File: config.mk
export PLATFORM = sky130hd
export DESIGN_NAME = cs_accumulator
export DESIGN_NICKNAME = d
export VERILOG_FILES = /design/src/rtl/cs_accumulator.sv
export SDC_FILE = /design/constraint.sdc
export NUM_CORES = 1
export LEC_CHECK = 0
export BUFFER_PORTS_ARGS = -buffer_cell sky130_fd_sc_hd__buf_4
export CELL_PAD_IN_SITES_DETAIL_PLACEMENT = 1
export CELL_PAD_IN_SITES_GLOBAL_PLACEMENT = 1
export CORE_ASPECT_RATIO = 1.1
export CORE_UTILIZATION = 42
export DETAILED_ROUTE_END_ITERATION = 12
export PLACE_DENSITY_LB_ADDON = 0.25
export SLEW_MARGIN = 20
export SYNTH_ARGS = -nofsm -noshare
export SYNTH_HDL_FRONTEND = slang
export SYNTH_SLANG_ARGS = --single-unit
File: constraint.sdc
create_clock -name clk -period 2.28 [get_ports clk]
set_input_delay 0.684 -clock clk [delete_from_list [all_inputs] [get_ports clk]]
set_output_delay 0.684 -clock clk [all_outputs]
set_load 0.05 [all_outputs]
File: src/rtl/cs_accumulator.sv
// cs_accumulator: resolves 3:2 compressor sum/carry beats to binary
// (popcount(sum) + 2*popcount(carry)) and accumulates them over a
// programmable coherent length. One saturated result is presented per
// dump on a valid/ready handshake.
//
// Optional build macro CS_ACC_PEAK_EN adds peak_value/peak_index outputs
// tracking the largest single beat in the dump and its first index.
module cs_accumulator #(
    parameter int unsigned NUM_LANES     = 8,
    parameter int unsigned ACC_WIDTH     = 16,
    parameter int unsigned COH_LEN_WIDTH = 8
) (
    input  logic                     clk,
    input  logic                     rst_b,
    input  logic                     start,
    input  logic                     clear,
    input  logic [COH_LEN_WIDTH-1:0] coh_len,
    input  logic                     in_valid,
    output logic                     in_ready,
    input  logic [NUM_LANES-1:0]     sum_bits,
    input  logic [NUM_LANES-1:0]     carry_bits,
    output logic                     acc_valid,
    input  logic                     acc_ready,
    output logic [ACC_WIDTH-1:0]     acc_value,
    output logic                     acc_sat,
    output logic                     busy
`ifdef CS_ACC_PEAK_EN
    ,
    output logic [$clog2(3*NUM_LANES+1)-1:0] peak_value,
    output logic [COH_LEN_WIDTH-1:0]         peak_index
`endif
);

    // Width needed to hold one beat value (0 .. 3*NUM_LANES)
    localparam int unsigned BEAT_WIDTH = $clog2(3*NUM_LANES+1);
    localparam int unsigned ACC_SUM_W  = ACC_WIDTH + 1;

    localparam logic [1:0] S_IDLE  = 2'd0;
    localparam logic [1:0] S_ACCUM = 2'd1;
    localparam logic [1:0] S_DUMP  = 2'd2;

    logic [1:0]               state;
    logic [COH_LEN_WIDTH-1:0] coh_len_q;
    logic [COH_LEN_WIDTH-1:0] beat_cnt;

    logic [BEAT_WIDTH-1:0]    sum_cnt;
    logic [BEAT_WIDTH-1:0]    carry_cnt;
    logic [BEAT_WIDTH-1:0]    beat_value;
    logic [ACC_SUM_W-1:0]     acc_sum;
    logic [ACC_WIDTH-1:0]     acc_next;
    logic                     acc_ovf;

    logic                     start_go;
    logic                     accept;
    logic                     last_beat;

    // Handshake and status outputs are pure state decodes
    assign in_ready  = (state == S_ACCUM);
    assign acc_valid = (state == S_DUMP);
    assign busy      = (state != S_IDLE);

    // A start is only honoured from IDLE, and clear always takes priority
    assign start_go  = (state == S_IDLE) && start && !clear;
    assign accept    = in_valid && in_ready && !clear;

    // Length 0 encodes 2^COH_LEN_WIDTH: comparing against len-1 modulo the
    // counter width makes the final index 2^COH_LEN_WIDTH-1 in that case
    assign last_beat = (beat_cnt == (coh_len_q - COH_LEN_WIDTH'(1)));

    // Resolve the compressor outputs: each sum bit weighs 1, each carry bit 2
    always_comb begin
        sum_cnt   = '0;
        carry_cnt = '0;
        for (int unsigned i = 0; i < NUM_LANES; i++) begin
            sum_cnt   = sum_cnt   + BEAT_WIDTH'(sum_bits[i]);
            carry_cnt = carry_cnt + BEAT_WIDTH'(carry_bits[i]);
        end
        beat_value = sum_cnt + (carry_cnt << 1);
    end

    // Unsigned add with one guard bit; clamp to all-ones on overflow
    always_comb begin
        acc_sum  = {1'b0, acc_value} + ACC_SUM_W'(beat_value);
        acc_ovf  = acc_sum[ACC_WIDTH];
        acc_next = acc_ovf ? '1 : acc_sum[ACC_WIDTH-1:0];
    end

    // Control FSM: IDLE -> ACCUM -> DUMP -> IDLE, clear aborts from anywhere
    always_ff @(posedge clk or negedge rst_b) begin
        if (!rst_b) begin
            state <= S_IDLE;
        end else if (clear) begin
            state <= S_IDLE;
        end else begin
            case (state)
                S_IDLE: begin
                    if (start) begin
                        state <= S_ACCUM;
                    end
                end
                S_ACCUM: begin
                    if (accept && last_beat) begin
                        state <= S_DUMP;
                    end
                end
                S_DUMP: begin
                    if (acc_ready) begin
                        state <= S_IDLE;
                    end
                end
                default: begin
                    state <= S_IDLE;
                end
            endcase
        end
    end

    // Coherent length latch and beat counter
    always_ff @(posedge clk or negedge rst_b) begin
        if (!rst_b) begin
            coh_len_q <= '0;
            beat_cnt  <= '0;
        end else if (start_go) begin
            coh_len_q <= coh_len;
            beat_cnt  <= '0;
        end else if (accept) begin
            beat_cnt  <= beat_cnt + COH_LEN_WIDTH'(1);
        end
    end

    // Accumulator doubles as the result register; it is left untouched by
    // clear and by the DUMP handshake so the last result stays visible
    always_ff @(posedge clk or negedge rst_b) begin
        if (!rst_b) begin
            acc_value <= '0;
            acc_sat   <= 1'b0;
        end else if (start_go) begin
            acc_value <= '0;
            acc_sat   <= 1'b0;
        end else if (accept) begin
            acc_value <= acc_next;
            if (acc_ovf) begin
                acc_sat <= 1'b1;
            end
        end
    end

`ifdef CS_ACC_PEAK_EN
    // Peak tracker: strict greater-than so ties keep the earliest index
    always_ff @(posedge clk or negedge rst_b) begin
        if (!rst_b) begin
            peak_value <= '0;
            peak_index <= '0;
        end else if (start_go) begin
            peak_value <= '0;
            peak_index <= '0;
        end else if (accept && (beat_value > peak_value)) begin
            peak_value <= beat_value;
            peak_index <= beat_cnt;
        end
    end
`endif

endmodule

* After elaboration in Yosys (flattened, before gate mapping) *
Cells that the tools add are included.
Widths: inputs -> output; s select.

word-level totals
  logic and storage cells = 54
  bits of input ports = 30
  bits in registers = 35
  output and inout port bits = 20

cells by class
  reductions and logical operators = 12
  mux-type cells = 13
  eq/ne operators = 6
  add/subtract/negate cells = 18

operator list
  operator             number
  $mux 16              3
  $add 16x5->17        1
  $add 4x1->4          4
  $mux 8               2
  $add 5x1->5          3
  $add 3x1->4          2
  $add 8x1->8 const B  1
  $eq 8x8->1           1
  $mux 2               4
  $sub 8x1->8 const B  1
  $add 2x1->3          2
  $ne 3x2->1 const B   2
  $pmux 2 s3           1
  $reduce_bool 2->1    3
  $add 4x1->5          1
  $add 5x5->5          1
  $logic_and 1x1->1    5
  $add 1x1->2          2
  $mux 1               3
  $ne 3x3->1 const B   1
  $reduce_and 3->1     1
  $eq 2x1->1 const B   1
  $eq 2x2->1 const B   1
  $logic_not 2->1      1
  2 further kinds      2

* Logic depth before layout (Yosys ltp) *
Gate-level depths: netlist (run 1).

  depth after elaboration = 12
  gate-level depth with buffers = 20
  mapped depth without buffers = 20

* Worst setup path after synthesis (run 1) *
No wires, ideal clock.

  path kind = input port to flip-flop
  start point = input carry_bits[0]
  end point = register acc_value[10]
  slack = -2.914 ns
  library setup time = 0.135 ns
  data required time = 2.145 ns
  stages on the path = 20
  arrival time = 5.059 ns
  path buffers = 0
  path through = fa_1 inv_1 fa_1 fa_1 inv_1 ha_1 inv_1 fa_1 inv_1 ha_1 ha_1 a21o_1 a21oi_1 xnor2_1 ha_1 o21ai_0 o21ba_2 nor4_1 xnor2_1 o21ai_0

between the ends
  longest elaborated chain between the ends = 12

RTL lines
  item                       RTL line  source
  start, declared            21        input logic [NUM_LANES-1:0] carry_bits,
  $add 1x1->2                76        carry_cnt = carry_cnt + BEAT_WIDTH'(carry_bits[i]);
  $add 2x1->3                76
  $add 3x1->4                76
  $add 4x1->4 (4 in series)  76
  $add 5x5->5                78        beat_value = sum_cnt + (carry_cnt << 1);
  $add 16x5->17              83        acc_sum = {1'b0, acc_value} + ACC_SUM_W'(beat_value);
  $mux 16                    85        acc_next = acc_ovf ? '1 : acc_sum[ACC_WIDTH-1:0];
  $mux 16                    140       end else if (accept) begin
  $mux 16                    137       end else if (start_go) begin
  end signal, assigned       141       acc_value <= acc_next;
  end, declared              24        output logic [ACC_WIDTH-1:0] acc_value,

Every way passes these cells. The select of a mux whose other input is x is not followed.
A chain may end at the register's enable or synchronous reset.

* Final worst setup path (run 1) *
  start point = input carry_bits[0]
  end point = register acc_value[15]

Same word-level chain as after synthesis.

==> flow_summary.yaml, run 1 <==
worst_setup_path:
  critical_path.endpoint: "acc_value[15]"
  end_kind: "register"
  crit_required_ns: 2.44
  critPathTopFamily: "adder cells"
  r2r-end: "acc_value[15]"
  rr_worst_depth: 7
  path_max_fanout: 7
  crit_chain: "buf_6 -> fa_1 -> inv_2 -> fa_1 -> fa_1 -> inv_2 -> ha_4 -> inv_2 -> fa_1 -> inv_2 -> ha_4 -> ha_4 -> xnor2_1 -> ha_1 -> a211oi_4 -> o21bai_4 -> nand4_1 -> buf_6 -> o211ai_1"
  cp-start-kind: "input port"
  r2r_setup_slack_ns: 0.08
  cp.depth: 19
  cpMaxStageDelayCell: "fa_1"
  cp-startpoint: "carry_bits[0]"
  cp.arrival_ns: 5.09
  crit_type: "input port to register"
  cp_num_buf_inv: 6
  cpPeakStageDelay_ns: 0.54
  r2r-start: "acc_value[0]"
yosys:
  syn_avg_cell_area_um2: 9.20
  syn_area_mm2: 0.00250
  async_flop_share: 1.00
  synthCells: 272
  synth_cell_type_count: 43
  synth_enable_flop_cells: 0
  syn_nets: 328
  ys_ff_latch: 35
  synth_flop_cell: "dfrtp_1"
  synth_warnings: 0
  yosysSeqAreaShare: 0.350
placed_design:
  placed_area_mm2: 0.00315
  io_buffer_count: 49
  pre_cts_slack_ns: -3.21
  hpwl_mm: 5.22
  place.gp.congestion: 0.833
global_route:
  grt_antenna_before_repair: 0
  track_usage: 0.244
  grt_max_degree: 36
  grt_pass1_wl_mm: 11.6
  grt_pass1_vias: 2435
  gr-total-overflow: 0
power:
  p_total_uw: 4020
  intPower_uw: 2360
  vdd_drop_max_uv: 611
  power_density_mw_per_mm2: 1140
  seq_power_share: 0.198
  switching_share: 0.413
  switchingPower_uw: 1660
  p_clk_frac: 0.169
  combinationalPowerShare: 0.633
  p_leak_uw: 0.00173
sta:
  setup_slack_ns: -2.65
  rsz0062_at_grt: "yes"
  hold_violations: 0
  finalCriticalPeriod_ns: 4.93
  finalMaxSlewViolations: 0
  fmax_mhz: 203
  relSlewSlack: 0.656
  worst_pin_slew_ns: 0.514
  fin_crit_sh: 2.16
  whs_ns: 0.337
  setup_viol: 17
  clock_skew_ns: 0.00599
finish:
  final_area_mm2: 0.00354
  final_core_util: 0.614
  final_layout_size_suffix_gt1_frac: 0.367
  num-fill-cells: 645
  diodes: 0
  layout_common_cells: "buf_4 (72), nand2_1 (35), dfrtp_1 (35)"
  final_common_cell: "buf_4"
  nets: 404
  area_growth_pct: 41.6
clocking:
  cts_sinks: 35
  hold_buffers: 0
  cts_tree: "built"
  numCtsBuffers: 5
  root_buffer: "clkbuf_8"
  htreeDepth: 2
  insertion_delay_ns: 0.29
  cts_buffer_depth: 2
  clk_pin_slew_ns: 0.08
die:
  num_rows: 29
  start_util: 0.434
  die_w_um: 75.6
  die_h_um: 82.9
  core_mm2: 0.00577
  design.die.area_mm2: 0.00627
  io_pins: 50
route:
  routed_via_density: 5.47
  wirelength_mm: 7.55
  ant_nets: 0
  dr.first_iter.drc_count: 93
  wire_per_inst_um: 17.7
  via_count: 2330
  dr.pass1.iters: 7
  drc: 0
flow_run:
  drv_cap: 0
outcome:
  violations: "negative setup slack"
  status: "complete, but fails checks"
hold_path:
  holdCritPathClass: "input port to async pin"
-- cell usage after synthesis, types with 2 or more instances --
master     count  area share
nand4_1        6       0.015
nor2b_1        4       0.010
nor2_1        15       0.023
mux2i_1        3       0.012
a21o_1         5       0.015
o211ai_1       6       0.018
o311ai_0       2      0.0070
o21bai_1       3      0.0090
nand3_1       12       0.024
xnor2_1       14       0.049
nand2b_1       3      0.0075
a211oi_1       3      0.0090
buf_2          4      0.0080
nand2_1       39       0.059
ha_1          17       0.085
a2111oi_0      2      0.0070
clkbuf_1       3      0.0045
nor3_1         5       0.010
xor2_1        14       0.049
o21ai_0       11       0.022
a21oi_1        9       0.018
fa_1           9       0.072
inv_1         26       0.039
nor4_2         2       0.010
a22oi_1        3      0.0090
dfrtp_1       35        0.35
-- registers in the layout, indices dropped and copies added (netlist names) --
name       flops
acc_sat        1
acc_value     16
beat_cnt       8
coh_len_q      8
state          2
-- power by group through the flow --
stage	logic, µW	clock network, µW	registers, µW
floorplan	1100	0	895
global placement	1780	0	798
detailed placement	1870	0	802
CTS	2200	685	793
global route	2740	720	810
finish	2550	678	797
-- cell type report --
cell class              instances  area [µm²]  share of cell area
clock buffers                   5        68.8              0.0194
multi-input cells             204        1750               0.494
inverters                      26        97.6              0.0276
flip-flops and latches         35         876               0.247
repair buffers                 76         586               0.165
clock inverters                 3        67.6              0.0191
well taps                      77        96.3              0.0272
-- worst min-delay path by stage --
stage / startpoint / to / slack (ns)
final: rst_b / acc_value[6] / 0.34
after CTS: rst_b / acc_value[14] / 0.36
after global placement: acc_sat / acc_sat / 0.46
after global routing: rst_b / acc_value[6] / 0.38
after floorplan: rst_b / acc_sat / 0.39
after detailed placement: acc_sat / acc_sat / 0.47
-- metrics by stage --
stage | std cells | TNS, ns
final | 426 | -44.00
after global routing | 426 | -45.94
after CTS | 422 | -43.44
after detailed placement | 411 | -53.81
after global placement | 411 | -49.55
after floorplan | 272 | -45.01
-- layer usage --
| metal | up-vias | wire, µm | track usage |
|---|---|---|---|
| met5 | - | 0 | 0 |
| met1 | 1165 | 2920 | 0.290 |
| met3 | 23 | 198 | 0.0437 |
| li1 | 1087 | - | - |
| met2 | 55 | 4190 | 0.438 |
| met4 | 0 | 246 | 0.0673 |
-- repair_timing --
item                       4_1_cts  5_1_grt
hold endpoints to repair         0        0
setup buffers                    3        4
gates resized for setup         34       13
pin swaps                       10        8
gates cloned                     0        0
setup endpoints to repair       17       19
-- kinds of logic (layout without fill, tap and decap cells) --
logic type / Yosys count / count (layout) / share of synthesized area
buffers and inverters: 33 / 110 / 0.0515
muxes: 3 / 3 / 0.0120
and+or+nand+nor: 95 / 95 / 0.188
AOI/OAI and AO/OA: 52 / 52 / 0.143
xor gates and xnor gates: 28 / 28 / 0.0981
adders and majority gates: 26 / 26 / 0.157
DFF: 35 / 35 / 0.350
-- worst reg2reg max path, cell delays in order, from the launching register on --
cell and delay [ns]:
dfrtp_1 0.41, ha_1 0.28, fa_2 0.42, a211oi_4 0.34, o21bai_4 0.14, nand4_1 0.19
buf_6 0.17, o211ai_1 0.11
Power figures use the tool's default switching activity.
==> inputs of run 2 (changes only) <==
--- a/config.mk
+++ b/config.mk
@@ -6,12 +6,14 @@
 export NUM_CORES = 1
 export LEC_CHECK = 0
 export BUFFER_PORTS_ARGS = -buffer_cell sky130_fd_sc_hd__buf_4
+export CAP_MARGIN = 20
 export CELL_PAD_IN_SITES_DETAIL_PLACEMENT = 1
 export CELL_PAD_IN_SITES_GLOBAL_PLACEMENT = 1
 export CORE_ASPECT_RATIO = 1.1
 export CORE_UTILIZATION = 42
 export DETAILED_ROUTE_END_ITERATION = 12
-export PLACE_DENSITY_LB_ADDON = 0.25
+export PLACE_DENSITY = 0.84
+export REMOVE_ABC_BUFFERS = 1
 export SLEW_MARGIN = 20
 export SYNTH_ARGS = -nofsm -noshare
 export SYNTH_HDL_FRONTEND = slang
==> run 2 against run 1 <==
Effect of this change:
- the flow still finishes with violations (negative setup slack)
- via count rose by 4.8%
- global-route usage rose by 2.9 points
- critical endpoint is now acc_value[14]
- final cell count fell by 0.47%
- critical path type unchanged
- worst hold slack got worse by 0.012 ns
==> flow_summary.yaml, run 2 (synthesis gave the netlist of run 1 again) <==
outcome:
  status: "complete, but fails checks"
  violations: "negative setup slack"
clocking:
  cts_tree: "built"
  hold_buffers: 0
  numCtsBuffers: 5
  clk_pin_slew_ns: 0.09
  cts_buffer_depth: 2
  cts_sinks: 35
  htreeDepth: 2
  insertion_delay_ns: 0.30
  root_buffer: "clkbuf_8"
worst_setup_path:
  cpMostUsedCell: "inv_2"
  path_max_fanout: 4
  crit_type: "input port to register"
  cp_num_buf_inv: 5
  cpMaxStageDelayCell: "fa_2"
  cp.arrival_ns: 5.26
  cpPeakStageDelay_ns: 0.58
  cp-start-kind: "input port"
  critPathTopFamily: "adder cells"
  crit_required_ns: 2.47
  crit_chain: "buf_6 -> fa_1 -> inv_2 -> fa_1 -> fa_1 -> inv_2 -> ha_4 -> ha_4 -> ha_4 -> inv_2 -> fa_2 -> inv_2 -> fa_2 -> a211oi_4 -> o21bai_4 -> nand4_1 -> mux2i_1 -> nor2_1"
  end_kind: "register"
placed_design:
  hpwl_mm: 4.99
  io_buffer_count: 49
  place.gp.congestion: 0.764
route:
  drc: 0
  wire_per_inst_um: 21.5
  wirelength_mm: 9.11
  ant_nets: 0
  dr.first_iter.drc_count: 110
  routed_via_density: 5.76
  dr.pass1.iters: 4
  via_count: 2443
sta:
  finalCriticalPeriod_ns: 5.07
  relSlewSlack: 0.573
  fmax_mhz: 197
  setup_viol: 17
  setup_slack_ns: -2.79
  clock_skew_ns: 0.0137
  rsz0062_at_grt: "yes"
  fin_crit_sh: 2.23
  hold_violations: 0
  finalMaxSlewViolations: 0
  worst_pin_slew_ns: 0.635
die:
  die_h_um: 82.9
  io_pins: 50
  design.die.area_mm2: 0.00627
  die_w_um: 75.6
  start_util: 0.434
  core_mm2: 0.00577
  num_rows: 29
global_route:
  gr-total-overflow: 0
  grt_pass1_wl_mm: 12.6
  grt_max_degree: 36
  grt_antenna_before_repair: 0
  track_usage: 0.274
  grt_pass1_vias: 2548
power:
  vdd_drop_max_uv: 927
  power_density_mw_per_mm2: 1220
  p_total_uw: 4390
  p_leak_uw: 0.00174
finish:
  final_layout_size_suffix_gt1_frac: 0.372
  top_register: "acc_value"
  area_growth_pct: 43.6
  layout_common_cells: "buf_4 (68), nand2_1 (35), dfrtp_1 (35)"
  final_common_cell: "buf_4"
  nets: 402
  diodes: 0
  reg_top3: "acc_value x16, beat_cnt x8, coh_len_q x8"
  final_core_util: 0.622
  largest_reg_flops: 16
  num-fill-cells: 635
hold_path:
  holdCritPathClass: "input port to async pin"
flow_run:
  drv_cap: 0
## run 2: changes by cell type in the layout (fill, tap and decap cells not counted), sizes merged
cell      before  now
buf           76   74
clkinvlp       1    0
bufinv         2    1
clkinv         0    2
## run 2: final timing paths
path                       depth (start not counted)       endpoint  slack, ns          start
max                                               18  acc_value[14]      -2.79  carry_bits[0]
min                                                1   coh_len_q[7]       0.33          rst_b
max reg2reg                                        5   acc_value[5]      -0.03   acc_value[5]
min reg2reg                                        2        acc_sat       0.56        acc_sat
max in group asynchronous                          1    beat_cnt[4]       1.61          rst_b
min in group clk                                   2        acc_sat       0.56        acc_sat
## run 2: cell type report
type | instances | area (µm²) | area share
inverters | 26 | 97.6 | 0.0272
repair buffers | 74 | 587 | 0.163
multi-input cells | 204 | 1820 | 0.507
flip-flops and latches | 35 | 876 | 0.244
clock buffers | 5 | 68.8 | 0.0192
well taps | 77 | 96.3 | 0.0268
clock inverters | 3 | 43.8 | 0.0122
## run 2: power breakdown
| part | internal [µW] | total (µW) | switching, µW |
|---|---|---|---|
| clock network | 326 | 593 | 266 |
| registers | 692 | 808 | 116 |
| logic | 1420 | 2990 | 1570 |
## run 2: what timing repair did
item / 4_1_cts / 5_1_grt
setup buffers: 3 / 5
gates resized for setup: 47 / 27
endpoints found under the setup margin: 17 / 18
pin swaps: 21 / 17
## run 2: per-layer routing
| metal | part of all wire | vias up | global-route usage |
|---|---|---|---|
| met3 | 0.037 | 31 | 0.0461 |
| met4 | 0.038 | 0 | 0.123 |
| li1 | - | 1085 | - |
| met5 | 0 | - | 0 |
| met1 | 0.37 | 1239 | 0.301 |
| met2 | 0.55 | 88 | 0.494 |
## run 2: metrics by stage
stage          hold WS [ns]  instance area, µm²  TNS (ns)  setup slack, ns  cells
2_1_floorplan         0.388                2470    -48.72            -2.96    265
3_3_place_gp          0.470                3060    -51.87            -3.13    408
3_5_place_dp          0.468                3060    -54.86            -3.33    408
4_1_cts               0.338                3420    -43.44            -2.60    419
5_1_grt               0.358                3590    -47.68            -2.92    424
6_report              0.325                3590    -46.18            -2.79    424
## run 2: worst reg2reg max path: stages (launching register included)
cell and delay [ns]:
dfrtp_1 0.55, nand3_1 0.39, nor4_2 0.69, nand4_1 0.23, buf_4 0.21, o211ai_1 0.13
==> inputs of run 3 (changes only) <==
--- a/config.mk
+++ b/config.mk
@@ -10,9 +10,9 @@
 export CELL_PAD_IN_SITES_DETAIL_PLACEMENT = 1
 export CELL_PAD_IN_SITES_GLOBAL_PLACEMENT = 1
 export CORE_ASPECT_RATIO = 1.1
-export CORE_UTILIZATION = 42
+export CORE_UTILIZATION = 45
 export DETAILED_ROUTE_END_ITERATION = 12
-export PLACE_DENSITY = 0.84
+export PLACE_DENSITY = 0.89
 export REMOVE_ABC_BUFFERS = 1
 export SLEW_MARGIN = 20
 export SYNTH_ARGS = -nofsm -noshare
==> constraint.sdc (replaced) <==
create_clock -name clk -period 5.9 [get_ports clk]
set_input_delay 1.77 -clock clk [delete_from_list [all_inputs] [get_ports clk]]
set_output_delay 1.77 -clock clk [all_outputs]
set_load 0.05 [all_outputs]
==> run 3 against run 2 <==
Effect of this change:
- the flow still finishes with violations (negative setup slack)
- utilization grew 2.4 points
- setup slack gained 2.5 ns
- clock skew shrank 0.0052 ns
- design area shrank 3.5%
- sequential power shrank 62%
- flip-flop and latch count is the same
- count of clock-buffer cells in the layout is the same
- final cell count shrank 1.4%
- largest cell class unchanged
==> flow_summary.yaml, run 3 (synthesis gave the netlist of run 1 again) <==
finish:
  largest_reg_flops: 16
  final_common_cell: "buf_4"
  stdcell_count: 418
  diodes: 0
  final_layout_size_suffix_gt1_frac: 0.350
  nets: 398
  reg_top3: "acc_value x16, beat_cnt x8, coh_len_q x8"
  area_growth_pct: 38.6
  layout_common_cells: "buf_4 (66), nand2_1 (38), dfrtp_1 (35)"
  top_register: "acc_value"
sta:
  finalMaxSlewViolations: 0
  clock_skew_ns: 0.00843
  worst_pin_slew_ns: 0.701
  finalCriticalPeriod_ns: 6.22
  rsz0062_at_grt: "yes"
  hold_violations: 0
  relSlewSlack: 0.533
  setup_viol: 17
  fmax_mhz: 161
  setup_slack_ns: -0.318
  fin_crit_sh: 1.05
flow_run:
  drv_cap: 0
die:
  design.die.area_mm2: 0.00586
  start_util: 0.467
  die_h_um: 80.2
  die_w_um: 73.1
  num_rows: 28
  io_pins: 50
  core_mm2: 0.00536
route:
  dr.first_iter.drc_count: 199
  wire_per_inst_um: 21.6
  dr.pass1.iters: 4
  drc: 0
  ant_nets: 0
  routed_via_density: 5.85
  wirelength_mm: 9.01
  via_count: 2444
clocking:
  htreeDepth: 2
  cts_buffer_depth: 2
  cts_tree: "built"
  numCtsBuffers: 5
  hold_buffers: 0
  clk_pin_slew_ns: 0.08
  cts_sinks: 35
  insertion_delay_ns: 0.30
  root_buffer: "clkbuf_8"
power:
  vdd_drop_max_uv: 356
  p_leak_uw: 0.00167
  power_density_mw_per_mm2: 479
  p_total_uw: 1660
placed_design:
  dp_cells: 403
  io_buffer_count: 49
  place.gp.congestion: 0.766
  hpwl_mm: 4.81
global_route:
  grt_pass1_vias: 2529
  track_usage: 0.316
  grt_max_degree: 36
  grt_pass1_wl_mm: 13.5
  grt_antenna_before_repair: 0
  gr-total-overflow: 0
worst_setup_path:
  crit_type: "input port to register"
  cp-start-kind: "input port"
  crit_required_ns: 6.11
  end_kind: "register"
  cp_num_buf_inv: 6
  crit_chain: "buf_6 -> fa_1 -> inv_2 -> fa_1 -> fa_1 -> inv_2 -> ha_4 -> ha_4 -> ha_4 -> ha_1 -> a21o_1 -> a21oi_2 -> xnor2_1 -> ha_2 -> buf_4 -> buf_4 -> nor2_1 -> o21ai_2 -> buf_4 -> nand3_2 -> xor2_1 -> o21ai_1"
  cpPeakStageDelay_ns: 0.55
  critPathTopFamily: "adder cells"
  path_max_fanout: 3
  cp.arrival_ns: 6.43
  cpMaxStageDelayCell: "fa_1"
outcome:
  status: "complete, but fails checks"
  violations: "negative setup slack"
hold_path:
  holdCritPathClass: "register to register"
-- run 3: layer usage --
layer,routed length (µm),vias to the layer above,global-route usage
li1,-,1075,-
met5,0,-,0
met1,3360,1227,0.357
met4,427,0,0.167
met2,4810,107,0.556
met3,413,35,0.0602
-- run 3: per-stage QoR --
stage / setup TNS [ns] / util / setup WS, ns / instance area (µm²) / hold slack (ns)
after floorplan: -5.64 / - / -0.422 / 2470 / 0.507
after global placement: -8.71 / 0.567 / -0.593 / 3040 / 0.485
after detailed placement: -11.06 / 0.567 / -0.740 / 3040 / 0.493
after CTS: -0.469 / 0.637 / -0.0587 / 3420 / 0.515
after global routing: -5.69 / 0.647 / -0.442 / 3470 / 0.540
final: -4.07 / 0.647 / -0.318 / 3470 / 0.540
-- run 3: worst paths after layout --
| path | from | slack (ns) | depth (start not counted) | to |
|---|---|---|---|---|
| setup / recovery | carry_bits[0] | -0.32 | 22 | acc_value[11] |
| hold / removal | acc_sat | 0.54 | 2 | acc_sat |
| setup reg to reg | acc_value[0] | 3.64 | 8 | acc_value[15] |
| hold reg to reg | acc_sat | 0.54 | 2 | acc_sat |
| max in group asynchronous | rst_b | 4.16 | 1 | acc_value[1] |
| min in group asynchronous | rst_b | 1.41 | 1 | coh_len_q[7] |
-- run 3: what timing repair did --
item                                    CTS  global route
pin swaps                                19             4
buffers inserted                          4             3
resized for setup                        50             6
endpoints found under the setup margin   17            17
-- run 3: layout make-up --
cell class	instances	area, µm²
multi-input cells	204	1740
repair buffers	70	549
flip-flops and latches	35	876
inverters	26	97.6
clock inverters	3	43.8
fillers	596	1890
well taps	75	93.8
clock buffers	5	68.8
-- run 3: report_power, final --
group / switching (µW) / total [µW] / internal [µW]
Sequential: 43.5 / 311 / 267
Clock: 101 / 227 / 126
Combinational: 600 / 1120 / 523
Total: 744 / 1660 / 917
-- run 3: worst register-to-register path: cells and delay by family (launching register included) --
kind / cells / cell delay [ns]
flops: 1 / 0.41
compound gates: 3 / 0.48
buf+inv: 2 / 0.34
fa+ha+maj: 2 / 0.71
simple gates: 1 / 0.17
